### src/rtl/lsu_unit_pkg.sv
// Shared LSU definitions: RV32I load/store funct3 codes and FSM state encoding.
package lsu_unit_pkg;

    localparam logic [2:0] LSU_LB  = 3'b000;
    localparam logic [2:0] LSU_LH  = 3'b001;
    localparam logic [2:0] LSU_LW  = 3'b010;
    localparam logic [2:0] LSU_LBU = 3'b100;
    localparam logic [2:0] LSU_LHU = 3'b101;
    localparam logic [2:0] LSU_SB  = 3'b000;
    localparam logic [2:0] LSU_SH  = 3'b001;
    localparam logic [2:0] LSU_SW  = 3'b010;

    typedef enum logic [1:0] {
        ST_IDLE = 2'd0,
        ST_REQ  = 2'd1,
        ST_WAIT = 2'd2,
        ST_RESP = 2'd3
    } lsu_state_e;

endpackage

### src/rtl/lsu_align.sv
// Byte-lane steering for one 32-bit access: store masks/replication, load extraction/extension, legality.
// Purely combinational, no backpressure.
module lsu_align
    import lsu_unit_pkg::*;
(
    input  logic        we_i,
    input  logic [2:0]  funct3_i,
    input  logic [1:0]  off_i,
    input  logic [31:0] wdata_i,
    input  logic [31:0] rdata_i,
    output logic [3:0]  wmask_o,
    output logic [31:0] wdata_o,
    output logic [31:0] rdata_o,
    output logic        bad_o
);

    logic [31:0] shifted;
    logic        legal;
    logic        misaligned;

    assign shifted = rdata_i >> {off_i, 3'b000};

    always_comb begin
        wmask_o = 4'b0000;
        wdata_o = wdata_i;
        case (funct3_i)
            LSU_SB: begin
                wmask_o = 4'b0001 << off_i;
                wdata_o = {4{wdata_i[7:0]}};
            end
            LSU_SH: begin
                wmask_o = 4'b0011 << off_i;
                wdata_o = {2{wdata_i[15:0]}};
            end
            LSU_SW:  wmask_o = 4'b1111;
            default: wmask_o = 4'b0000;
        endcase
    end

    always_comb begin
        rdata_o = shifted;
        case (funct3_i)
            LSU_LB:  rdata_o = {{24{shifted[7]}}, shifted[7:0]};
            LSU_LH:  rdata_o = {{16{shifted[15]}}, shifted[15:0]};
            LSU_LBU: rdata_o = {24'd0, shifted[7:0]};
            LSU_LHU: rdata_o = {16'd0, shifted[15:0]};
            default: rdata_o = shifted;
        endcase
    end

    // Size comes from funct3[1:0]; only stores reject the unsigned variants.
    always_comb begin
        case (funct3_i)
            LSU_LB, LSU_LH, LSU_LW: legal = 1'b1;
            LSU_LBU, LSU_LHU:       legal = ~we_i;
            default:                legal = 1'b0;
        endcase
        misaligned = ((funct3_i[1:0] == 2'b01) && off_i[0]) ||
                     ((funct3_i[1:0] == 2'b10) && (off_i != 2'b00));
        bad_o = ~legal | misaligned;
    end

endmodule

### src/rtl/lsu_unit.sv
// Single-outstanding load/store unit: ALU address in, one aligned memory access, extended result out.
// 3 cycles with zero-wait memory, 1 cycle for rejected ops; stalls on mem_ready/mem_rvalid/rsp_ready.
module lsu_unit
    import lsu_unit_pkg::*;
#(
    parameter int ADDR_W = 32,
    parameter int DATA_W = 32
) (
    input  logic              clk,
    input  logic              rst,
    input  logic              req_valid,
    output logic              req_ready,
    input  logic [ADDR_W-1:0] req_addr,
    input  logic [DATA_W-1:0] req_wdata,
    input  logic [2:0]        req_funct3,
    input  logic              req_we,
    output logic              rsp_valid,
    input  logic              rsp_ready,
    output logic [DATA_W-1:0] rsp_rdata,
    output logic              rsp_err,
    output logic              mem_valid,
    input  logic              mem_ready,
    output logic [ADDR_W-1:0] mem_addr,
    output logic              mem_wen,
    output logic [DATA_W-1:0] mem_wdata,
    output logic [3:0]        mem_wmask,
    input  logic              mem_rvalid,
    input  logic [DATA_W-1:0] mem_rdata,
    input  logic              mem_rerr
);

    lsu_state_e        state_q;
    logic [2:0]        funct3_q;
    logic [1:0]        off_q;
    logic              we_q;
    logic              mem_valid_q;
    logic [ADDR_W-1:0] mem_addr_q;
    logic              mem_wen_q;
    logic [DATA_W-1:0] mem_wdata_q;
    logic [3:0]        mem_wmask_q;
    logic              rsp_valid_q;
    logic [DATA_W-1:0] rsp_rdata_q;
    logic              rsp_err_q;

    logic              idle;
    logic              a_we;
    logic [2:0]        a_funct3;
    logic [1:0]        a_off;
    logic [3:0]        a_wmask;
    logic [DATA_W-1:0] a_wdata;
    logic [DATA_W-1:0] a_rdata;
    logic              a_bad;

    assign idle      = (state_q == ST_IDLE);
    assign req_ready = idle & ~rst;

    // One aligner serves both phases: live request in IDLE, latched op afterwards.
    assign a_we     = idle ? req_we          : we_q;
    assign a_funct3 = idle ? req_funct3      : funct3_q;
    assign a_off    = idle ? req_addr[1:0]   : off_q;

    lsu_align u_align (
        .we_i     (a_we),
        .funct3_i (a_funct3),
        .off_i    (a_off),
        .wdata_i  (req_wdata),
        .rdata_i  (mem_rdata),
        .wmask_o  (a_wmask),
        .wdata_o  (a_wdata),
        .rdata_o  (a_rdata),
        .bad_o    (a_bad)
    );

    always_ff @(posedge clk or posedge rst) begin
        if (rst) begin
            state_q     <= ST_IDLE;
            funct3_q    <= '0;
            off_q       <= '0;
            we_q        <= 1'b0;
            mem_valid_q <= 1'b0;
            mem_addr_q  <= '0;
            mem_wen_q   <= 1'b0;
            mem_wdata_q <= '0;
            mem_wmask_q <= '0;
            rsp_valid_q <= 1'b0;
            rsp_rdata_q <= '0;
            rsp_err_q   <= 1'b0;
        end else begin
            case (state_q)
                ST_IDLE: begin
                    if (req_valid) begin
                        funct3_q <= req_funct3;
                        off_q    <= req_addr[1:0];
                        we_q     <= req_we;
                        if (a_bad) begin
                            rsp_valid_q <= 1'b1;
                            rsp_err_q   <= 1'b1;
                            rsp_rdata_q <= '0;
                            state_q     <= ST_RESP;
                        end else begin
                            mem_valid_q <= 1'b1;
                            mem_addr_q  <= {req_addr[ADDR_W-1:2], 2'b00};
                            mem_wen_q   <= req_we;
                            mem_wdata_q <= a_wdata;
                            mem_wmask_q <= req_we ? a_wmask : 4'b0000;
                            state_q     <= ST_REQ;
                        end
                    end
                end
                ST_REQ: begin
                    if (mem_ready) begin
                        mem_valid_q <= 1'b0;
                        state_q     <= ST_WAIT;
                    end
                end
                ST_WAIT: begin
                    if (mem_rvalid) begin
                        rsp_valid_q <= 1'b1;
                        rsp_err_q   <= mem_rerr;
                        rsp_rdata_q <= (mem_rerr || we_q) ? '0 : a_rdata;
                        state_q     <= ST_RESP;
                    end
                end
                ST_RESP: begin
                    if (rsp_ready) begin
                        rsp_valid_q <= 1'b0;
                        rsp_err_q   <= 1'b0;
                        rsp_rdata_q <= '0;
                        state_q     <= ST_IDLE;
                    end
                end
                default: state_q <= ST_IDLE;
            endcase
        end
    end

    assign mem_valid = mem_valid_q;
    assign mem_addr  = mem_addr_q;
    assign mem_wen   = mem_wen_q;
    assign mem_wdata = mem_wdata_q;
    assign mem_wmask = mem_wmask_q;
    assign rsp_valid = rsp_valid_q;
    assign rsp_rdata = rsp_rdata_q;
    assign rsp_err   = rsp_err_q;

endmodule
### config.mk
export PLATFORM = sky130hd
export DESIGN_NAME = lsu_unit
export DESIGN_NICKNAME = d
export VERILOG_FILES = /design/src/rtl/lsu_unit_pkg.sv /design/src/rtl/lsu_align.sv /design/src/rtl/lsu_unit.sv
export SDC_FILE = /design/constraint.sdc
export NUM_CORES = 1
export LEC_CHECK = 0
export ABC_AREA = 0
export CAP_MARGIN = 20
export CORE_UTILIZATION = 40
export DETAILED_ROUTE_END_ITERATION = 8
export PLACE_DENSITY = 0.77
export SYNTH_ARGS = -nofsm -noshare
export SYNTH_HDL_FRONTEND = slang
export SYNTH_SLANG_ARGS = --single-unit
### constraint.sdc
create_clock -name clk -period 3.4 [get_ports clk]
set_clock_uncertainty 0.2 [all_clocks]
set_input_delay 0.51 -clock clk [delete_from_list [all_inputs] [get_ports clk]]
set_output_delay 0.51 -clock clk [all_outputs]
set_load 0.005 [all_outputs]
==> out/metrics.yaml, run 1 <==
status:
  status: "complete, no violations"
worst_setup_path:
  ff2ff_setup_slack_ns: 0.30
  endpoint_kind: "output port"
  required_ns: 2.69
  crit_type: "flip-flop to output port"
  cp_slowest_cell: "ha_1"
  reg2reg_from: "state_q[1]$_DFFE_PP0P_"
  crit_start: "state_q[1]$_DFFE_PP0P_"
  r2r-end: "rsp_rdata[17]$_DFFE_PP0P_"
  crit_fanout: 20
  cp-endpoint: "req_ready"
  critPathMaxStageDelay_ns: 0.65
  cp-start-kind: "flip-flop"
  cp_cell_sequence: "inv_1 > ha_1 > buf_4 > nor2b_1 > clkdlybuf4s50_1"
  crit_arrival_ns: 2.44
  reg2regPathDepth: 7
clock_tree:
  insertion_delay_ns: 0.34
  clk_pin_slew_worst_paths_ns: 0.07
  h-tree-depth: 3
  cts.sinks: 110
  root_buffer: "clkbuf_16"
  cts_buffer_depth: 2
  cts_tree: "done"
  cts_hold_buffers: 0
  cts_setup_buffers: 0
  cts-resized-gates: 0
  numCtsBuffers: 9
run:
  cap_violations: 0
sta:
  min_period_ns: 3.15
  rsz0062_at_grt: "false"
  setup_viol: 0
  worstMarginPinSlew_ns: 0.828
  relSlewSlack_pct: 43.2
  maxSlewViolCount: 0
  post-route-period-util_pct: 92.7
  finalHoldViolCount: 0
  finalSetupTns_ns: 0
  whs_ns: 0.284
  fmax_ghz: 0.317
  setup_ws_ns: 0.248
synth:
  syn-instance-count: 495
  ys_seq_area_share_pct: 49.7
  yosysTopAreaCell: "dfrtp_1"
  yosysMostFrequentCell: "dfrtp_1"
  synth_top_area_share_pct: 49.7
  synth_area_um2: 5540
  async_flop_share_pct: 100
  yosysWarnings: 0
  synth_edf_count: 0
  synth-seq-cells: 110
  synthDistinctLibCells: 50
  avgSynthCellArea_um2: 11.2
  synthTopCellsByCount: "110 x dfrtp_1, 67 x mux2_2, 59 x nand2_1, 36 x o21ai_0, 24 x a21oi_1"
  synth_area_leaders: "dfrtp_1 50%, mux2_2 14%, mux2_4 5.4%"
  ys.flop_type: "dfrtp_1"
drt:
  wl_per_cell_um: 17.5
  drt-pass1-iter-count: 5
  drc: 0
  ant_nets: 0
  finalWirelength_um: 15300
  vias: 4648
  vias_per_cell: 5.31
  drt_iter0_markers: 470
pwr:
  power_leakage_uw: 0.00358
  vdd_drop_max_mv: 0.489
  powerDensity_nw_per_um2: 899
die:
  fp.dieW_um: 120
  die-height_um: 120
  start_util_pct: 41.4
  ios: 212
  core_um2: 13400
  fp-row-count: 42
  die_area_um2: 14300
finish:
  drive_above_1_share_pct: 17.9
  final_area_um2: 8140
  n_antenna_cell: 0
  nNetsFinal: 806
  areaGrowthSynthToFinish_pct: 46.7
grt:
  antenna_found_initial: 0
  grt_max_degree: 68
  overflow: 0
  grt_pass1_wl_um: 24500
  grtUsageTotal_pct: 22.0
  grt_pass1_vias: 4788
placement:
  place_hpwl_um: 11400
  gp_congestion: 0.881
  portBuffers: 209
  dp_slack_ns: 0.321
  placed_area_um2: 7800
min_path:
  min_path_type: "flip-flop to flip-flop"
[logic make-up (layout without fill, tap and decap cells)]
family | after synthesis | in the layout | share of synthesized area, %
AOI/OAI and AO/OA | 115 | 115 | 13.2
DFF | 110 | 110 | 49.7
and+or+nand+nor | 108 | 108 | 8.96
muxes | 106 | 106 | 22.5
buffers and inverters | 51 | 255 | 4.69
adders and majority gates | 4 | 4 | 0.903
other | 1 | 2 | 0.0676
[final cells by class]
| type | instances | area (µm²) |
|---|---|---|
| clock inverter | 6 | 98.8 |
| sequential | 110 | 2750 |
| inverter | 19 | 75.1 |
| timing repair buffer | 220 | 2200 |
| multi-input combinational | 335 | 2550 |
| clock buffer | 10 | 239 |
| fill | 1101 | 5270 |
| tap | 176 | 220 |
[cell usage in the layout, fill, tap and decap left out, types with 2 or more instances in the layout]
master	instances
clkdlybuf4s50_1	209
dfrtp_1	110
mux2_2	67
nand2_1	59
o21ai_0	36
a21oi_1	24
mux2_4	20
nor2_1	19
inv_1	18
a22o_1	15
mux2i_1	14
a22oi_1	10
nand3_1	10
a31oi_1	9
clkbuf_16	9
buf_4	9
o21a_1	8
ha_1	4
nor3_1	3
mux2_1	3
nor2b_1	2
mux2i_2	2
nor3b_1	2
clkinvlp_4	2
o21ai_1	2
conb_1	2
inv_8	2
bufinv_16	2
buf_12	2
[layer usage]
layer | vias up | global-route usage, % | wire length [µm]
li1 | 2169 | - | -
met5 | - | 0 | 0
met3 | 31 | 5.23 | 1190
met4 | 0 | 9.38 | 409
met2 | 207 | 36.3 | 7420
met1 | 2241 | 27.6 | 6320
[critical path, delay by kind of cell (launching register included)]
kind	cells	cell delay [ns]
AND/OR/NAND/NOR	1	0.14
flip-flops	1	0.42
buffers and inverters	3	0.88
adder cells (fa/ha/maj)	1	0.65
[state kept, by name, summed over array words and instances, names as in the netlist]
| register | flops |
|---|---|
| mem_wdata | 32 |
| rsp_rdata | 32 |
| mem_addr | 30 |
| mem_wmask | 4 |
| funct3_q | 3 |
| off_q | 2 |
| state_q | 2 |
| mem_valid | 1 |
| mem_wen | 1 |
| rsp_err | 1 |
| rsp_valid | 1 |
| we_q | 1 |
[how the worst min path moves through the flow]
stage / startpoint / to / slack, ns / depth (start not counted)
detailed placement: rsp_rdata[24]$_DFFE_PP0P_ / rsp_rdata[24]$_DFFE_PP0P_ / 0.27 / 2
global placement: rsp_rdata[31]$_DFFE_PP0P_ / rsp_rdata[31]$_DFFE_PP0P_ / 0.26 / 2
finish: rsp_valid$_DFFE_PP0P_ / rsp_valid$_DFFE_PP0P_ / 0.28 / 2
floorplan: rsp_err$_DFFE_PP0P_ / rsp_err$_DFFE_PP0P_ / 0.27 / 2
CTS: rsp_valid$_DFFE_PP0P_ / rsp_valid$_DFFE_PP0P_ / 0.29 / 2
global route: rsp_rdata[27]$_DFFE_PP0P_ / rsp_rdata[27]$_DFFE_PP0P_ / 0.30 / 2
[per-stage QoR]
step | total power, µW | instances | utilization, %
finish | 7310 | 876 | 60.7
global route | 7830 | 876 | 60.7
CTS | 7370 | 876 | 60.7
detailed placement | 6150 | 860 | 58.2
global placement | 6030 | 860 | 58.2
floorplan | 4410 | 496 | -
[power by group]
group	leakage, µW	total (µW)	switching [µW]	internal, µW
Clock	0.000163	1190	506	680
Combinational	0.00204	3880	1710	2170
Sequential	0.00138	2250	360	1890
No activity file was read; power rests on OpenSTA's default activity.
==> run 2: changes to the inputs <==
--- a/config.mk
+++ b/config.mk
@@ -5,11 +5,12 @@
 export SDC_FILE = /design/constraint.sdc
 export NUM_CORES = 1
 export LEC_CHECK = 0
-export ABC_AREA = 0
+export ABC_AREA = 1
 export CAP_MARGIN = 20
-export CORE_UTILIZATION = 40
+export CORE_UTILIZATION = 41
 export DETAILED_ROUTE_END_ITERATION = 8
-export PLACE_DENSITY = 0.77
+export GPL_ROUTABILITY_DRIVEN = 0
+export PLACE_DENSITY = 0.78
 export SYNTH_ARGS = -nofsm -noshare
 export SYNTH_HDL_FRONTEND = slang
 export SYNTH_SLANG_ARGS = --single-unit
==> constraint.sdc (replaced) <==
create_clock -name clk -period 2.7 [get_ports clk]
set_clock_uncertainty 0.2 [all_clocks]
set_input_delay 0.405 -clock clk [delete_from_list [all_inputs] [get_ports clk]]
set_output_delay 0.405 -clock clk [all_outputs]
set_load 0.005 [all_outputs]
==> run 2 against run 1 <==
  * Synthesized cell count up 51%
  * Non-clock buffer count up 11
  * Wire length up 9.8%
  * Synthesized area up 2.8%
  * Critical endpoint unchanged
  * Largest power group unchanged
  * Global-route usage up 1.8 points
  * Worst setup slack worse by 0.097 ns
  * First-iteration DRC count down 12%
==> out/metrics.yaml, run 2 <==
synth:
  synth-seq-cells: 110  # unchanged
  synth_area_leaders: "dfrtp_1 48%, nand2_1 23%, o21ai_0 7.6%"  # was dfrtp_1 50%, mux2_2 14%, mux2_4 5.4%
  ys.flop_type: "dfrtp_1"  # unchanged
  async_flop_share_pct: 100  # unchanged
  synthDistinctLibCells: 30  # was 50
  synthTopCellsByCount: "342 x nand2_1, 110 x dfrtp_1, 87 x o21ai_0, 51 x inv_1, 33 x nand3_1"  # was 110 x dfrtp_1, 67 x mux2_2, 59 x nand2_1, 36 x o21ai_0, 24 x a21oi_1
  avgSynthCellArea_um2: 7.63  # was 11.2 µm²
  syn-instance-count: 747  # was 495
  yosysWarnings: 0  # unchanged
  synth_edf_count: 0  # unchanged
  synth_area_um2: 5700  # was 5540 µm²
  yosysMostFrequentCell: "nand2_1"  # was dfrtp_1
  ys_seq_area_share_pct: 48.3  # was 49.7%
  synth_top_area_share_pct: 48.3  # was 49.7%
  yosysTopAreaCell: "dfrtp_1"  # unchanged
sta:
  relSlewSlack_pct: 59.9  # was 43.2%
  fmax_ghz: 0.392
  setup_viol: 0  # unchanged
  whs_ns: 0.271  # was 0.284 ns
  worstMarginPinSlew_ns: 0.602  # was 0.828 ns
  finalHoldViolCount: 0  # unchanged
  maxSlewViolCount: 0  # unchanged
  min_period_ns: 2.55
  post-route-period-util_pct: 94.4
min_path:
  min_path_type: "flip-flop to flip-flop"  # unchanged
finish:
  areaGrowthSynthToFinish_pct: 45.6  # was 46.7%
  final_cells: 1133  # was 876
  nNetsFinal: 1063  # was 806
  final_area_um2: 8300  # was 8140 µm²
  n_antenna_cell: 0  # unchanged
  drive_above_1_share_pct: 7.31  # was 17.9%
  final_cell_mix: "342 x nand2_1, 209 x clkdlybuf4s50_1, 110 x dfrtp_1, 87 x o21ai_0, 50 x inv_1"  # was 209 x clkdlybuf4s50_1, 110 x dfrtp_1, 67 x mux2_2, 59 x nand2_1, 36 x o21ai_0
  final_common_cell: "nand2_1"  # was clkdlybuf4s50_1
worst_setup_path:
  required_ns: 2.10  # was 2.69 ns
  cp-start-kind: "flip-flop"  # unchanged
  ff2ff_setup_slack_ns: 0.17  # was 0.30 ns
  endpoint_kind: "output port"  # unchanged
  crit_type: "flip-flop to output port"  # unchanged
  crit_arrival_ns: 1.94  # was 2.44 ns
  crit_fanout: 13  # was 20
grt:
  grt_pass1_wl_um: 26800  # was 24500 µm
  overflow: 0  # unchanged
  grt_pass1_vias: 5182  # was 4788
  antenna_found_initial: 0  # unchanged
  grt_max_degree: 111  # was 68
  grtUsageTotal_pct: 23.8  # was 22.0%
drt:
  drt-pass1-iter-count: 5  # unchanged
  ant_nets: 0  # unchanged
  vias_per_cell: 5.00  # was 5.31
  finalWirelength_um: 16800  # was 15300 µm
  drt_iter0_markers: 415  # was 470
  wl_per_cell_um: 14.9  # was 17.5 µm
  vias: 5661  # was 4648
  drc: 0  # unchanged
clock_tree:
  h-tree-depth: 3  # unchanged
  root_buffer: "clkbuf_16"  # unchanged
  cts.sinks: 110  # unchanged
  insertion_delay_ns: 0.35  # was 0.34 ns
  numCtsBuffers: 9  # unchanged
  cts_buffer_depth: 2  # unchanged
  clk_pin_slew_worst_paths_ns: 0.07  # about the same
  cts_hold_buffers: 0  # unchanged
  cts_tree: "done"  # unchanged
pwr:
  total_power_uw: 9960  # was 7310 µW
  power_leakage_uw: 0.00405  # was 0.00358 µW
  vdd_drop_max_mv: 0.808  # was 0.489 mV
  powerDensity_nw_per_um2: 1200  # was 899 nW/µm²
die:
  fp.dieW_um: 120  # about the same
  die-height_um: 120  # about the same
  ios: 212  # unchanged
  die_area_um2: 14400  # was 14300 µm²
  fp-row-count: 42  # unchanged
  core_um2: 13400  # unchanged
  start_util_pct: 42.5  # was 41.4%
placement:
  place_hpwl_um: 12100  # was 11400 µm
  portBuffers: 209  # unchanged
  placed_cells_incl_taps: 1112  # was 860
  placed_area_um2: 7950  # was 7800 µm²
status:
  status: "complete, no violations"  # unchanged
run:
  cap_violations: 0  # unchanged
==> run 2: cell count changes in the layout (fill, tap and decap cells not counted), sizes merged, moves of 9 or more <==
cell / delta
nand2: +296
mux2: -90
o21ai: +62
inv: +34
nand3: +29
a21oi: -16
mux2i: -16
a22o: -15
buf: +11
a22oi: -10
a31oi: -9
==> run 2: cell type report <==
class,instances,area (µm²)
fill,1194,5100
sequential,110,2750
multi-input combinational,545,2490
timing repair buffer,231,2340
clock buffer,10,239
tap,176,220
inverter,55,213
clock inverter,6,46.3
==> run 2: cell families (layout without fill, tap and decap cells) <==
logic type                 count (synthesis)  count (layout)  share of synthesized area (%)
adders and majority gates                  4               4                          0.878
AOI/OAI and AO/OA                        118             118                           11.1
DFF                                      110             110                           48.3
other                                      1               2                         0.0658
buffers and inverters                     94             302                           8.43
and+or+nand+nor                          420             421                           31.2
==> run 2: power breakdown <==
group	internal (µW)	total (µW)	switching [µW]
Combinational	2630	5920	3290
Clock	658	1300	639
Sequential	2340	2740	394
Total	5630	9960	4330
==> run 2: metal layers <==
metal	share of wire, %	GRT usage (%)	vias up
li1	-	-	2765
met1	44	32.4	2621
met2	47	37.9	244
met3	5.9	3.42	31
met4	2.9	10.2	0
met5	0	0	-
==> run 2: timing repair <==
item                                    CTS  global route
gates resized for setup                   0             7
endpoints found under the setup margin    0            80
buffers inserted                          0             4
hold endpoints to repair                  0             0
==> run 2: path summary, 6_finish.rpt <==
kind,from,to,depth (start not counted)
setup / recovery,state_q[1]$_DFFE_PP0P_,req_ready,6
hold / removal,mem_wdata[8]$_DFFE_PP0P_,mem_wdata[8]$_DFFE_PP0P_,2
setup reg to reg,state_q[0]$_DFFE_PP0P_,rsp_rdata[27]$_DFFE_PP0P_,12
hold reg to reg,mem_wdata[8]$_DFFE_PP0P_,mem_wdata[8]$_DFFE_PP0P_,2
max in group asynchronous,rst,rsp_rdata[24]$_DFFE_PP0P_,3
min in group asynchronous,rst,off_q[1]$_DFFE_PP0P_,3
==> run 2: stage by stage <==
| stage | worst slack (ns) | utilization, % | setup TNS (ns) |
|---|---|---|---|
| 3_3_place_gp | 0.175 | 59.3 | 0 |
| 2_1_floorplan | 0.551 | - | 0 |
| 3_5_place_dp | 0.0177 | 59.3 | 0 |
| 5_1_grt | -0.0514 | 61.9 | -0.0566 |
| 6_report | 0.151 | 61.9 | 0 |
| 4_1_cts | 0.00405 | 61.4 | 0 |
==> run 2: critical path, stage by stage (launching register included) <==
cell and delay (ns):
dfrtp_1 0.40, inv_1 0.11, ha_1 0.20, buf_6 0.19, inv_4 0.08, nor2_1 0.10
clkdlybuf4s50_1 0.51
==> run 3: changes to the inputs <==
--- a/config.mk
+++ b/config.mk
@@ -10,6 +10,7 @@
 export CORE_UTILIZATION = 41
 export DETAILED_ROUTE_END_ITERATION = 8
 export GPL_ROUTABILITY_DRIVEN = 0
+export GPL_TIMING_DRIVEN = 0
 export PLACE_DENSITY = 0.78
 export SYNTH_ARGS = -nofsm -noshare
 export SYNTH_HDL_FRONTEND = slang
==> run 3 against run 2 <==
  * Worst hold slack hardly changed
  * Clock-buffer cell count decreased by 1
  * Wire length is 3.5% higher
  * Critical endpoint is now mem_wdata[23]$_DFFE_PP0P_
  * Register-to-register slack worse by 0.04 ns
  * Largest cell class unchanged
  * Cell count up 1.6%
  * Die area did not move
  * Via count rose by 0.26%
  * Core utilization rose by 0.71 points
  * Critical path depth up 7
  * Design area up 1.1%
  * Critical path type is now flip-flop to flip-flop
==> out/metrics.yaml, run 3 (synthesized netlist as in run 2, its figures left out) <==
drt:
  finalWirelength_um: 17400  # was 16800 µm
  drc: 0  # unchanged
  ant_nets: 0  # unchanged
  wl_per_cell_um: 15.1  # was 14.9 µm
  vias_per_cell: 4.93  # was 5.00
  vias: 5676  # was 5661
  drt_iter0_markers: 383  # was 415
  drt-pass1-iter-count: 5  # unchanged
grt:
  antenna_found_initial: 0  # unchanged
  grtUsageTotal_pct: 24.7  # was 23.8%
  grt_pass1_vias: 5384  # was 5182
  grt_max_degree: 43  # was 111
  overflow: 0  # unchanged
  grt_pass1_wl_um: 27500  # was 26800 µm
worst_setup_path:
  reg2reg_from: "state_q[0]$_DFFE_PP0P_"  # unchanged
  cp_cell_sequence: "inv_1 > ha_1 > buf_6 > inv_4 > nand2_1 > nand2_1 > buf_4 > nor2_4 > inv_2 > buf_2 > o21ai_0 > nand2_1 > nand2_1"  # was inv_1 > ha_1 > buf_6 > inv_4 > nor2_1 > clkdlybuf4s50_1
  cp-start-kind: "flip-flop"  # unchanged
  critPathMaxStageDelay_ns: 0.41  # was 0.51 ns
  crit_fanout: 10  # was 13
  cp_slowest_cell: "dfrtp_1"  # was clkdlybuf4s50_1
  endpoint_kind: "flip-flop"  # was output port
  crit_type: "flip-flop to flip-flop"  # was flip-flop to output port
  cp_common_cell: "nand2_1"
  reg2regPathDepth: 13  # was 12
  critPathBufInv: 6  # was 4
  required_ns: 2.80  # was 2.10 ns
  critical-path-top-delay-family: "buffers and inverters"  # unchanged
  r2r-end: "mem_wdata[23]$_DFFE_PP0P_"  # was rsp_rdata[27]$_DFFE_PP0P_
  crit_arrival_ns: 2.67  # was 1.94 ns
  ff2ff_setup_slack_ns: 0.13  # was 0.17 ns
pwr:
  total_power_uw: 10200  # was 9960 µW
  intPower_uw: 5770  # was 5630 µW
  powerDensity_nw_per_um2: 1210  # was 1200 nW/µm²
  power_leakage_uw: 0.00411  # was 0.00405 µW
  power_frac_comb_pct: 58.7  # was 59.5%
  seqPwrFrac_pct: 26.7  # was 27.5%
  clkPwrFrac_pct: 14.6  # was 13.0%
  vdd_drop_max_mv: 0.609  # was 0.808 mV
  switchingPower_uw: 4410  # was 4330 µW
  switching_share_pct: 43.4  # about the same
die:
  fp.dieW_um: 120  # unchanged
  die_area_um2: 14400  # unchanged
  die-height_um: 120  # unchanged
  core_um2: 13400  # unchanged
  ios: 212  # unchanged
  start_util_pct: 42.5  # unchanged
  fp-row-count: 42  # unchanged
clock_tree:
  insertion_delay_ns: 0.36  # was 0.35 ns
  cts_buffer_depth: 2  # unchanged
  cts_hold_buffers: 0  # unchanged
  h-tree-depth: 3  # unchanged
  cts_tree: "done"  # unchanged
  cts-resized-gates: 0  # unchanged
  clk_pin_slew_worst_paths_ns: 0.08  # was 0.07 ns
  root_buffer: "clkbuf_16"  # unchanged
  numCtsBuffers: 9  # unchanged
  cts.sinks: 110  # unchanged
  cts_setup_buffers: 0  # unchanged
sta:
  setup_viol: 0  # unchanged
  min_period_ns: 2.57  # was 2.55 ns
  post-route-period-util_pct: 95.3  # was 94.4%
  finalHoldViolCount: 0  # unchanged
  worstMarginPinSlew_ns: 0.723  # was 0.602 ns
  whs_ns: 0.271  # about the same
  fmax_ghz: 0.389  # was 0.392 GHz
  rsz0062_at_grt: "false"
  maxSlewViolCount: 0  # unchanged
  relSlewSlack_pct: 51.7  # was 59.9%
  finalSetupTns_ns: 0  # unchanged
finish:
  areaGrowthSynthToFinish_pct: 47.3  # was 45.6%
  nNetsFinal: 1081  # was 1063
  final_common_cell: "nand2_1"  # unchanged
  final_cells: 1151  # was 1133
  final_util_pct: 62.6  # was 61.9%
  drive_above_1_share_pct: 8.31  # was 7.31%
  n_antenna_cell: 0  # unchanged
  final_cell_mix: "342 x nand2_1, 209 x clkdlybuf4s50_1, 110 x dfrtp_1, 87 x o21ai_0, 50 x inv_1"  # unchanged
min_path:
  min_path_type: "flip-flop to flip-flop"  # unchanged
  whs_path_depth: 2  # unchanged
  hold_start: "mem_addr[11]$_DFFE_PP0P_"  # was mem_wdata[8]$_DFFE_PP0P_
  holdPathEnd: "mem_addr[11]$_DFFE_PP0P_"  # was mem_wdata[8]$_DFFE_PP0P_
placement:
  place_hpwl_um: 13200  # was 12100 µm
  portBuffers: 209  # unchanged
  placed_cells_incl_taps: 1135  # was 1112
run:
  cap_violations: 0  # unchanged
status:
  status: "complete, no violations"  # unchanged
## run 3: metal layers
metal,up-vias,wire (µm),GRT usage (%),part of all wire (%)
li1,2804,-,-,-
met1,2602,7670,32.6,44
met2,242,8180,39.8,47
met3,28,1140,3.90,6.5
met4,0,444,10.9,2.5
met5,-,0,0,0
## run 3: worst min-delay path, delay by kind of cell, from the launching register on
family | cells | cell delay, ns
simple gates | 2 | 0.10
flops | 1 | 0.34
## run 3: final cells by class
type / count / area [µm²]
clock buffer: 9 / 225
inverter: 55 / 213
tap: 176 / 220
fill: 1209 / 5010
clock inverter: 7 / 108
timing repair buffer: 211 / 2130
sequential: 110 / 2750
buffer: 39 / 272
multi-input combinational: 544 / 2470
## run 3: power by group through the flow
stage	sequential [µW]	clock, µW	combinational (µW)
final	2720	1490	5970
after global routing	2800	1580	6620
after CTS	2720	1510	5950
after detailed placement	2750	0	5930
after global placement	2730	0	5840
after floorplan	2770	0	3390
## run 3: worst max-delay path by stage
stage	start	slack [ns]	to	depth (start not counted)
final	state_q[0]$_DFFE_PP0P_	0.13	mem_wdata[23]$_DFFE_PP0P_	13
after global routing	state_q[0]$_DFFE_PP0P_	0.0009	rsp_rdata[21]$_DFFE_PP0P_	13
after CTS	state_q[0]$_DFFE_PP0P_	0.16	mem_wdata[23]$_DFFE_PP0P_	13
after detailed placement	state_q[1]$_DFFE_PP0P_	0.17	mem_wdata[23]$_DFFE_PP0P_	13
after global placement	rst	-0.39	mem_addr[23]$_DFFE_PP0P_	2
after floorplan	state_q[0]$_DFFE_PP0P_	0.55	mem_addr[10]$_DFFE_PP0P_	13
## run 3: metrics by stage
stage          setup WS [ns]  instance area, µm²
3_3_place_gp          -0.386                8020
6_report               0.128                8390
4_1_cts                0.157                8390
2_1_floorplan          0.551                5710
5_1_grt             0.000893                8390
3_5_place_dp           0.173                8060
